<file path="src/rtl/a0_trace_pkg.sv">
// ---------------------------------------------------------------------------
// a0_trace_pkg
// Shared constants and entry typing for the a0 trace buffer.
// Optional feature macro: A0_TRACE_TIMESTAMP_EN (adds a timestamp to each
// entry; widens entries to TS_WIDTH+DATA_WIDTH).
// ---------------------------------------------------------------------------
package a0_trace_pkg;

  localparam int DEFAULT_DATA_WIDTH = 32;
  localparam int DEFAULT_DEPTH      = 16;
  localparam int DEFAULT_TS_WIDTH   = 32;
  localparam int DROP_CNT_W         = 16;

`ifdef A0_TRACE_TIMESTAMP_EN
  localparam bit TS_EN = 1'b1;
`else
  localparam bit TS_EN = 1'b0;
`endif

  // Width of one stored trace entry.
  function automatic int entry_width(input int data_width, input int ts_width);
    return TS_EN ? (data_width + ts_width) : data_width;
  endfunction

`ifdef A0_TRACE_TIMESTAMP_EN
  typedef struct packed {
    logic [DEFAULT_TS_WIDTH-1:0]   ts;
    logic [DEFAULT_DATA_WIDTH-1:0] a0;
  } trace_entry_t;
`else
  typedef logic [DEFAULT_DATA_WIDTH-1:0] trace_entry_t;
`endif

endpackage

</file>
<file path="src/rtl/a0_trace_if.sv">
// ---------------------------------------------------------------------------
// a0_trace_if
// Bundles the observer-side inputs (a0 sample, capture enable, clear) and the
// consumer-side valid/ready drain port of the a0 trace buffer.
//   master : producer/consumer side (drives a0, capture_en, clear, out_ready)
//   slave  : trace buffer side (drives out_valid, out_data, level, overflow,
//            drop_count)
// ---------------------------------------------------------------------------
interface a0_trace_if
  import a0_trace_pkg::*;
#(
  parameter int DATA_WIDTH = DEFAULT_DATA_WIDTH,
  parameter int DEPTH      = DEFAULT_DEPTH,
  parameter int TS_WIDTH   = DEFAULT_TS_WIDTH,
  localparam int ENTRY_W   = entry_width(DATA_WIDTH, TS_WIDTH),
  localparam int LEVEL_W   = $clog2(DEPTH) + 1
) ();

  logic [DATA_WIDTH-1:0] a0;
  logic                  capture_en;
  logic                  clear;
  logic                  out_valid;
  logic                  out_ready;
  logic [ENTRY_W-1:0]    out_data;
  logic [LEVEL_W-1:0]    level;
  logic                  overflow;
  logic [DROP_CNT_W-1:0] drop_count;

  modport master (
    output a0, capture_en, clear, out_ready,
    input  out_valid, out_data, level, overflow, drop_count
  );

  modport slave (
    input  a0, capture_en, clear, out_ready,
    output out_valid, out_data, level, overflow, drop_count
  );

endinterface

</file>
<file path="src/rtl/trace_fifo.sv">
// ---------------------------------------------------------------------------
// trace_fifo
// Generic synchronous FIFO. Read data is combinational from storage at the
// read pointer (no fall-through). A push while full is dropped unless a pop
// happens in the same cycle. Clear empties the FIFO and wins over push/pop.
// Ports:
//   clk, rst   clock, synchronous active-high reset
//   i_clear    synchronous flush
//   i_push     write i_wdata (dropped when full and not popping)
//   i_pop      consume head entry (ignored when empty)
//   o_rdata    head entry (don't-care when empty)
//   o_full     level == DEPTH
//   o_empty    level == 0
//   o_level    current occupancy
// ---------------------------------------------------------------------------
module trace_fifo #(
  parameter int  WIDTH   = 32,
  parameter int  DEPTH   = 16,
  localparam int ADDR_W  = $clog2(DEPTH),
  localparam int LEVEL_W = ADDR_W + 1
) (
  input  logic               clk,
  input  logic               rst,
  input  logic               i_clear,
  input  logic               i_push,
  input  logic               i_pop,
  input  logic [WIDTH-1:0]   i_wdata,
  output logic [WIDTH-1:0]   o_rdata,
  output logic               o_full,
  output logic               o_empty,
  output logic [LEVEL_W-1:0] o_level
);

  logic [WIDTH-1:0]   r_mem [DEPTH];
  logic [ADDR_W-1:0]  r_wr_ptr;
  logic [ADDR_W-1:0]  r_rd_ptr;
  logic [LEVEL_W-1:0] r_level;
  logic [LEVEL_W-1:0] w_level_nxt;
  logic               w_do_push;
  logic               w_do_pop;

  assign o_full    = (r_level == LEVEL_W'(DEPTH));
  assign o_empty   = (r_level == '0);
  assign o_level   = r_level;
  assign o_rdata   = r_mem[r_rd_ptr];

  assign w_do_pop  = i_pop & ~o_empty;
  // A full FIFO still accepts a push when the head leaves in the same cycle.
  assign w_do_push = i_push & (~o_full | w_do_pop);

  always_comb begin
    // NOTE: every always_comb output gets a default first so no path leaves it
    // unassigned, which would otherwise infer a latch.
    w_level_nxt = r_level;
    case ({w_do_push, w_do_pop})
      2'b10:   w_level_nxt = r_level + LEVEL_W'(1);
      2'b01:   w_level_nxt = r_level - LEVEL_W'(1);
      default: w_level_nxt = r_level;
    endcase
  end

  // NOTE: state registers use non-blocking assignments so every flop samples
  // pre-edge values regardless of statement order.
  always_ff @(posedge clk) begin
    if (rst || i_clear) begin
      r_wr_ptr <= '0;
      r_rd_ptr <= '0;
      r_level  <= '0;
    end else begin
      if (w_do_push) r_wr_ptr <= r_wr_ptr + ADDR_W'(1);
      if (w_do_pop)  r_rd_ptr <= r_rd_ptr + ADDR_W'(1);
      r_level <= w_level_nxt;
    end
  end

  // NOTE: the storage array is deliberately not reset; pointers and level
  // define which words are meaningful, and an unreset array maps onto RAM.
  always_ff @(posedge clk) begin
    if (w_do_push && !i_clear) r_mem[r_wr_ptr] <= i_wdata;
  end

endmodule

</file>
<file path="src/rtl/a0_trace_buffer.sv">
// ---------------------------------------------------------------------------
// a0_trace_buffer
// Observes the core's a0 output every cycle and queues each new value so a
// slower consumer can drain it over valid/ready without losing transitions.
// Optional feature macro: A0_TRACE_TIMESTAMP_EN -- adds a free-running cycle
// counter; each entry becomes {timestamp_at_sample_edge, a0}.
// Ports:
//   clk               single clock
//   rst               synchronous active-high reset
//   bus (slave)       a0, capture_en, clear in; out_valid/out_ready/out_data
//                     drain port; level, overflow (sticky), drop_count (sat.)
// ---------------------------------------------------------------------------
module a0_trace_buffer
  import a0_trace_pkg::*;
#(
  parameter int  DATA_WIDTH = DEFAULT_DATA_WIDTH,
  parameter int  DEPTH      = DEFAULT_DEPTH,
  parameter int  TS_WIDTH   = DEFAULT_TS_WIDTH,
  localparam int ENTRY_W    = entry_width(DATA_WIDTH, TS_WIDTH),
  localparam int LEVEL_W    = $clog2(DEPTH) + 1
) (
  input logic        clk,
  input logic        rst,
  a0_trace_if.slave  bus
);

  if (DEPTH < 2 || (DEPTH & (DEPTH - 1)) != 0) begin : g_bad_depth
    $error("a0_trace_buffer: DEPTH must be a power of 2 and >= 2");
  end

  localparam logic [DROP_CNT_W-1:0] DROP_ONE = DROP_CNT_W'(1);

  logic [DATA_WIDTH-1:0] r_prev_a0;
  logic                  r_prev_valid;
  logic                  r_overflow;
  logic [DROP_CNT_W-1:0] r_drop_count;

  logic                  w_push;
  logic                  w_pop;
  logic                  w_drop;
  logic                  w_full;
  logic                  w_empty;
  logic [LEVEL_W-1:0]    w_level;
  logic [ENTRY_W-1:0]    w_entry;
  logic [ENTRY_W-1:0]    w_head;

  // Only changes are recorded; the first sample after reset/clear always is.
  assign w_push = bus.capture_en & (~r_prev_valid | (bus.a0 != r_prev_a0));
  assign w_pop  = ~w_empty & bus.out_ready;
  assign w_drop = w_push & w_full & ~w_pop;

`ifdef A0_TRACE_TIMESTAMP_EN
  logic [TS_WIDTH-1:0] r_ts;

  always_ff @(posedge clk) begin
    if (rst || bus.clear) r_ts <= '0;
    else                  r_ts <= r_ts + TS_WIDTH'(1);
  end

  // The counter value before the edge is the timestamp of that sample edge.
  assign w_entry = {r_ts, bus.a0};
`else
  assign w_entry = bus.a0;
`endif

  trace_fifo #(
    .WIDTH (ENTRY_W),
    .DEPTH (DEPTH)
  ) u_fifo (
    .clk     (clk),
    .rst     (rst),
    .i_clear (bus.clear),
    .i_push  (w_push),
    .i_pop   (w_pop),
    .i_wdata (w_entry),
    .o_rdata (w_head),
    .o_full  (w_full),
    .o_empty (w_empty),
    .o_level (w_level)
  );

  always_ff @(posedge clk) begin
    if (rst) begin
      r_prev_a0    <= '0;
      r_prev_valid <= 1'b0;
      r_overflow   <= 1'b0;
      r_drop_count <= '0;
    end else if (bus.clear) begin
      r_prev_valid <= 1'b0;
      r_overflow   <= 1'b0;
      r_drop_count <= '0;
    end else begin
      // The reference value tracks every capture, even when the push is dropped.
      if (bus.capture_en) begin
        r_prev_a0    <= bus.a0;
        r_prev_valid <= 1'b1;
      end
      if (w_drop) begin
        r_overflow <= 1'b1;
        if (r_drop_count != '1) r_drop_count <= r_drop_count + DROP_ONE;
      end
    end
  end

  assign bus.out_valid  = ~w_empty;
  assign bus.out_data   = w_head;
  assign bus.level      = w_level;
  assign bus.overflow   = r_overflow;
  assign bus.drop_count = r_drop_count;

endmodule

</file>
<file path="src/flat_wrapper.sv">
// flat-port wrapper written by rule: the top's interface ports become plain ports
module a0_trace_buffer_flat import a0_trace_pkg::*;
#(
  parameter int  DATA_WIDTH = DEFAULT_DATA_WIDTH,
  parameter int  DEPTH      = DEFAULT_DEPTH,
  parameter int  TS_WIDTH   = DEFAULT_TS_WIDTH,
  localparam int ENTRY_W    = entry_width(DATA_WIDTH, TS_WIDTH),
  localparam int LEVEL_W    = $clog2(DEPTH) + 1
)
  (clk, rst, bus_a0, bus_capture_en, bus_clear, bus_out_ready, bus_out_valid, bus_out_data, bus_level, bus_overflow, bus_drop_count);
  a0_trace_if #(.DATA_WIDTH(DATA_WIDTH), .DEPTH(DEPTH), .TS_WIDTH(TS_WIDTH)) bus_i ();
  input logic clk;
  input logic rst;
  input wire logic [$bits(bus_i.a0)-1:0] bus_a0;
  input wire logic [$bits(bus_i.capture_en)-1:0] bus_capture_en;
  input wire logic [$bits(bus_i.clear)-1:0] bus_clear;
  input wire logic [$bits(bus_i.out_ready)-1:0] bus_out_ready;
  output wire logic [$bits(bus_i.out_valid)-1:0] bus_out_valid;
  output wire logic [$bits(bus_i.out_data)-1:0] bus_out_data;
  output wire logic [$bits(bus_i.level)-1:0] bus_level;
  output wire logic [$bits(bus_i.overflow)-1:0] bus_overflow;
  output wire logic [$bits(bus_i.drop_count)-1:0] bus_drop_count;
  assign bus_i.a0 = bus_a0;
  assign bus_i.capture_en = bus_capture_en;
  assign bus_i.clear = bus_clear;
  assign bus_i.out_ready = bus_out_ready;
  assign bus_out_valid = bus_i.out_valid;
  assign bus_out_data = bus_i.out_data;
  assign bus_level = bus_i.level;
  assign bus_overflow = bus_i.overflow;
  assign bus_drop_count = bus_i.drop_count;
  a0_trace_buffer #(.DATA_WIDTH(DATA_WIDTH), .DEPTH(DEPTH), .TS_WIDTH(TS_WIDTH)) u_core (.clk(clk), .rst(rst), .bus(bus_i));
endmodule
</file>
<file path="config.mk">
export PLATFORM = sky130hd
export DESIGN_NAME = a0_trace_buffer_flat
export DESIGN_NICKNAME = d
export VERILOG_FILES = /design/src/rtl/a0_trace_pkg.sv /design/src/rtl/a0_trace_if.sv /design/src/rtl/trace_fifo.sv /design/src/rtl/a0_trace_buffer.sv /design/src/flat_wrapper.sv
export SDC_FILE = /design/constraint.sdc
export NUM_CORES = 1
export LEC_CHECK = 0
export BUFFER_PORTS_ARGS = -buffer_cell sky130_fd_sc_hd__buf_2
export CAP_MARGIN = 20
export CORE_MARGIN = 4
export CORE_UTILIZATION = 44
export DETAILED_ROUTE_END_ITERATION = 8
export PLACE_DENSITY = 0.68
export SYNTH_ARGS = -nofsm -noshare
export SYNTH_HDL_FRONTEND = slang
export SYNTH_SLANG_ARGS = --single-unit
</file>
<file path="constraint.sdc">
create_clock -name clk -period 8.8 [get_ports clk]
set_input_delay 0.88 -clock clk [delete_from_list [all_inputs] [get_ports clk]]
set_output_delay 0.88 -clock clk [all_outputs]
set_load 0.02 [all_outputs]
</file>
# == Yosys cells after proc, flatten, opt, wreduce, memory -nomap -nowiden ==
# Memory sizes are Yosys's and may differ from the RTL's. A register that Yosys moved wholly into a read port is not among the register bits.
# Cells that the tools add are included.
# word_totals
regBits,63
ram_bits,512
out_inout_bits,55
n_memories,1
# memory_table
name,words,width,read_ports,rd_clocked_by_memory_dff,write_ports,line,text
u_core.u_fifo.r_mem,16,32,1,1,1,trace_fifo.sv:34,logic [WIDTH-1:0] r_mem [DEPTH];
# classes
addsub,5
eq_ne,5
n_mux,5
bitwise,13
n_reduce_logical,8
# op_table
op,count
$ne 32x32->1,1
$add 16x1->16 const B,1
$ne 16x16->1 const B,1
$pmux 5 s2,1
$add 4x1->4 const B,2
$mux 4,2
$and 1x1->1,6
$add 5x1->5 const B,1
$eq 5x5->1 const B,1
$logic_not 5->1,1
$not 1->1,5
$sub 5x1->5 const B,1
$reduce_and 2->1,2
$eq 2x1->1 const B,1
$eq 2x2->1 const B,1
$mux 1,2
$or 1x1->1,2
$reduce_bool 2->1,1
$reduce_or 2->1,1
$logic_and 1x1->1,1
$logic_not 1->1,1
$logic_or 1x1->1,1

# == Depth between registers and ports, before layout ==
# logic_depth
ltp_word,9
depth_mapped,13
depth_no_buf,12

# == Cells and area by module ==
# Synthesis repeated with hierarchy kept, for this count alone.
# unflattened
cells_unflattened,1211
hier_area_um2,22499.1
# modules_own_cells
module,instances,cells_per_inst,area_per_inst_um2,seq_area_each_um2
trace_fifo,1,907,20104.3,15715.1
a0_trace_buffer,1,304,2394.8,1001.0

# == Least setup slack after synthesis ==
# Ideal clock, no wire load.
# synth_path
kind,input port to flip-flop
startpoint,input port bus_a0[13]
endpoint,memory u_core.u_fifo.r_mem[0][0] (enable)
setup_ns,0.502
t_arrival_ns,4.802
slack_ns,3.497
stages,6
path_buffers,0
path_cell_list,xor2_1 nor4_1 nand3_1 o31a_1 nand2_1 nor4_1
# synth_via
elab_chain_cells,7
# synth_rtl
element,line,text
start: declaration,flat_wrapper.sv:14,input wire logic [$bits(bus_i.a0)-1:0] bus_a0;
$ne 32x32->1,a0_trace_buffer.sv:48,assign w_push = bus.capture_en & (~r_prev_valid | (bus.a0 != r_prev_a0));
$or 1x1->1,a0_trace_buffer.sv:48,
$and 1x1->1,a0_trace_buffer.sv:48,
$and 1x1->1,trace_fifo.sv:49,assign w_do_push = i_push & (~o_full | w_do_pop);
$logic_and 1x1->1,trace_fifo.sv:79,if (w_do_push && !i_clear) r_mem[r_wr_ptr] <= i_wdata;
$mux 1,trace_fifo.sv:79,
$mux 1 (implied by the code),trace_fifo.sv:79,
end: declaration,trace_fifo.sv:34,
# Every way passes these cells.

==> flow_metrics.env <==
export IMPL_status="complete, no violations"
export IMPL_total_power_mw=5.509
export IMPL_syn_nets=1173
export IMPL_drc=0
export IMPL_syn_inst=1126
export IMPL_wl_per_cell_um=24.03
export IMPL_grt_pass1_vias=11410
export IMPL_grt_usage_pct=17.01
export IMPL_cts_resized=0
export IMPL_holdBufCountCts=0
export IMPL_drt_iter0_markers=926
export IMPL_worstReg2RegEnd="u_core.u_fifo.r_mem[15][29]"
export IMPL_syn2layout_area_growth_pct=14.34
export IMPL_final_cells=1966
export IMPL_cts_tree="done"
export IMPL_drtPass1Iterations=5
export IMPL_globalplace_congestion=0.7805
export IMPL_slowest_stage="dfxtp_4"
export IMPL_slowest_delay_ns=0.70
export IMPL_async_flop_share_pct=0
export IMPL_cts_buffers=57
export IMPL_synth_avg_cell_area_sq_um=20.12
export IMPL_r2r_setup_slack_ns=5.18
export IMPL_synth_warnings=0
export IMPL_fin_tns_setup_ns=0
export IMPL_clk_pin_slew_worst_paths_ns=0.06
export IMPL_portBuffers=91
export IMPL_grt_max_degree=66
export IMPL_r2r_cells=7
export IMPL_rows=82
export IMPL_rsz0062_at_grt="no"
export IMPL_grt_pass1_wl_um=72000
export IMPL_clock_root_buffer="clkbuf_16"
export IMPL_endpoint_kind="output pin"
export IMPL_cts_max_path_buffers=3
export IMPL_synth_area_sq_um=22660
export IMPL_cts_htree_levels=2
export IMPL_dieArea_sq_um=55190
export IMPL_hold_end="u_core.r_prev_a0[30]"
export IMPL_slew_headroom_pct=31.35
export IMPL_worstSkewPairLatency_ns=0.61
export IMPL_path_cells="buf_4 > buf_4 > mux4_2 > mux4_2 > buf_2"
export IMPL_post_route_cells_drive_above_1_share_pct=30.78
export IMPL_nNetsFinal=1292
export IMPL_viasPerCell=5.673
export IMPL_dp_hpwl_um=27480
export IMPL_slew_violations=0
export IMPL_yosysSeqAreaShare_pct=73.78
export IMPL_start_util_pct=44.80
export IMPL_ir_drop_uv=147.6
export IMPL_p_per_area_nw_per_um2=212.7
export IMPL_hp_class="reg -> reg"
export IMPL_finalCritPeriodShare_pct=56.72
export IMPL_core_area_sq_um=50580
export IMPL_critPathKind="reg -> out"
export IMPL_regToRegStartpoint="u_core.r_prev_a0[13]"
export IMPL_synth_edf_count=512
export IMPL_critical_path_required_ns=7.92
export IMPL_finalCriticalPeriod_ns=4.991
export IMPL_finalHoldViolations=0
export IMPL_dp_cells=1858
export IMPL_drv_cap=0
export IMPL_clock_skew_ns=0.01541
export IMPL_arrival_ns=4.11
export IMPL_worstMarginPinSlew_ns=1.027
export IMPL_die_w_um=234.9
export IMPL_cp_max_fo=37
export IMPL_path_delay_family="buffers and inverters"
export IMPL_worst_path_stages=5
export IMPL_min_from="u_core.r_prev_a0[30]"
export IMPL_worstSetupStartpointType="register"
export IMPL_die_y_um=234.9
export IMPL_synth_cell_types=54
export IMPL_setup_viol=0
export IMPL_antenna_found_initial=3
export IMPL_synth_seq_cells=579
export IMPL_grt_overflow_total=0
export IMPL_path_buf_inv=3
export IMPL_worstHoldPathCells=2
export IMPL_post_cts_buffers=0
export IMPL_fmax_mhz=200.3
export IMPL_ys_flop_type="edfxtp_1"
export IMPL_cts_sinks=579
export IMPL_ant_nets=0
export IMPL_ios=92
export IMPL_vias=11150
export IMPL_power_leakage_nw=8.105
export IMPL_routed_wl_um=47250
==> sequential cells by signal, indices dropped and copies added, names as in the netlist, named ones only <==
name,count
u_core.u_fifo.r_wr_ptr,4
u_core.r_prev_valid,1
u_core.r_prev_a0,32
u_core.bus.drop_count,16
u_core.u_fifo.r_mem,512
u_core.bus.overflow,1
u_core.u_fifo.o_level,5
u_core.u_fifo.r_rd_ptr,4
==> worst reg2reg max path, stage by stage (launching register included) <==
cell	delay [ns]
dfxtp_1	0.34
xor2_1	0.27
nor4_1	0.13
nand3_1	0.24
o31a_1	0.60
nand4_1	0.53
nor2_4	0.68
buf_4	0.47
==> logic make-up (layout without fill, tap and decap cells) <==
group,count (synthesis),count (layout),share of synthesized area (%)
AO/OA/AOI/OAI,75,75,2.065
XOR/XNOR,37,37,1.430
adder cells (fa/ha/maj),10,10,0.5854
buffers and inverters,64,231,1.336
flip-flops,579,579,73.78
multiplexers,172,172,16.49
other,0,1,0
AND/OR/NAND/NOR,189,189,4.313
==> synthesized netlist by cell type (all sizes together) (9+ instances only) <==
master	n	area share, %
a21oi	44	0.97
buf	20	0.52
clkbuf	40	0.75
dfxtp	67	5.9
edfxtp	512	68
ha	9	0.50
mux2i	11	0.54
mux4	160	16
nand2	88	1.5
nand3	15	0.33
nor2	24	0.47
nor4	18	0.69
xor2	34	1.3
==> through the flow <==
stage	worst slack [ns]	instance area (sq um)	util (%)	hold WS, ns
global placement	4.285	23960	47.37	0.4480
global route	3.425	25900	51.21	0.4865
floorplan	3.497	22660	-	0.4376
finish	3.809	25910	51.22	0.4667
detailed placement	4.303	24120	47.69	0.4559
CTS	3.642	25900	51.21	0.4667
==> per-layer routing <==
metal | part of all wire, % | global-route usage, % | vias to the layer above
met4 | 1.8 | 4.135 | 4
met2 | 49 | 27.42 | 343
li1 | - | - | 4851
met1 | 43 | 24.02 | 5890
met5 | 0.042 | 0 | -
met3 | 6.2 | 3.694 | 66
==> area by class of cell <==
cell class | instances | area [sq um]
fillers | 3906 | 24670
clock buffers | 84 | 1589
well taps | 672 | 840.8
inverters | 4 | 15.01
flip-flops and latches | 579 | 16730
multi-input cells | 483 | 5757
diodes | 1 | 2.502
repair buffers | 120 | 782.0
clock inverters | 23 | 195.2
==> worst max path at each step <==
stage                             endpoint  slack (ns)
2_1_floorplan    u_core.u_fifo.r_mem[0][0]        3.50
3_3_place_gp   u_core.u_fifo.r_mem[14][14]        4.28
3_5_place_dp   u_core.u_fifo.r_mem[15][29]        4.30
4_1_cts                   bus_out_data[30]        3.64
5_1_grt                   bus_out_data[30]        3.42
6_report                  bus_out_data[30]        3.81
==> cell usage in the layout, fill, tap and decap left out, drive strengths merged, types with 11 or more instances in the layout <==
cell,n
edfxtp,512
mux4,160
buf,120
nand2,88
clkbuf,84
dfxtp,67
a21oi,44
xor2,34
nor2,24
nor4,18
clkinv,17
nand3,15
mux2i,11
==> where the power goes <==
group | internal, mW | switching, mW | total, mW
combinational | 0.0695 | 0.122 | 0.192
sequential | 3.00 | 0.0110 | 3.02
clock | 1.31 | 0.989 | 2.30
total | 4.39 | 1.12 | 5.51
Power figures use the tool's default switching activity.
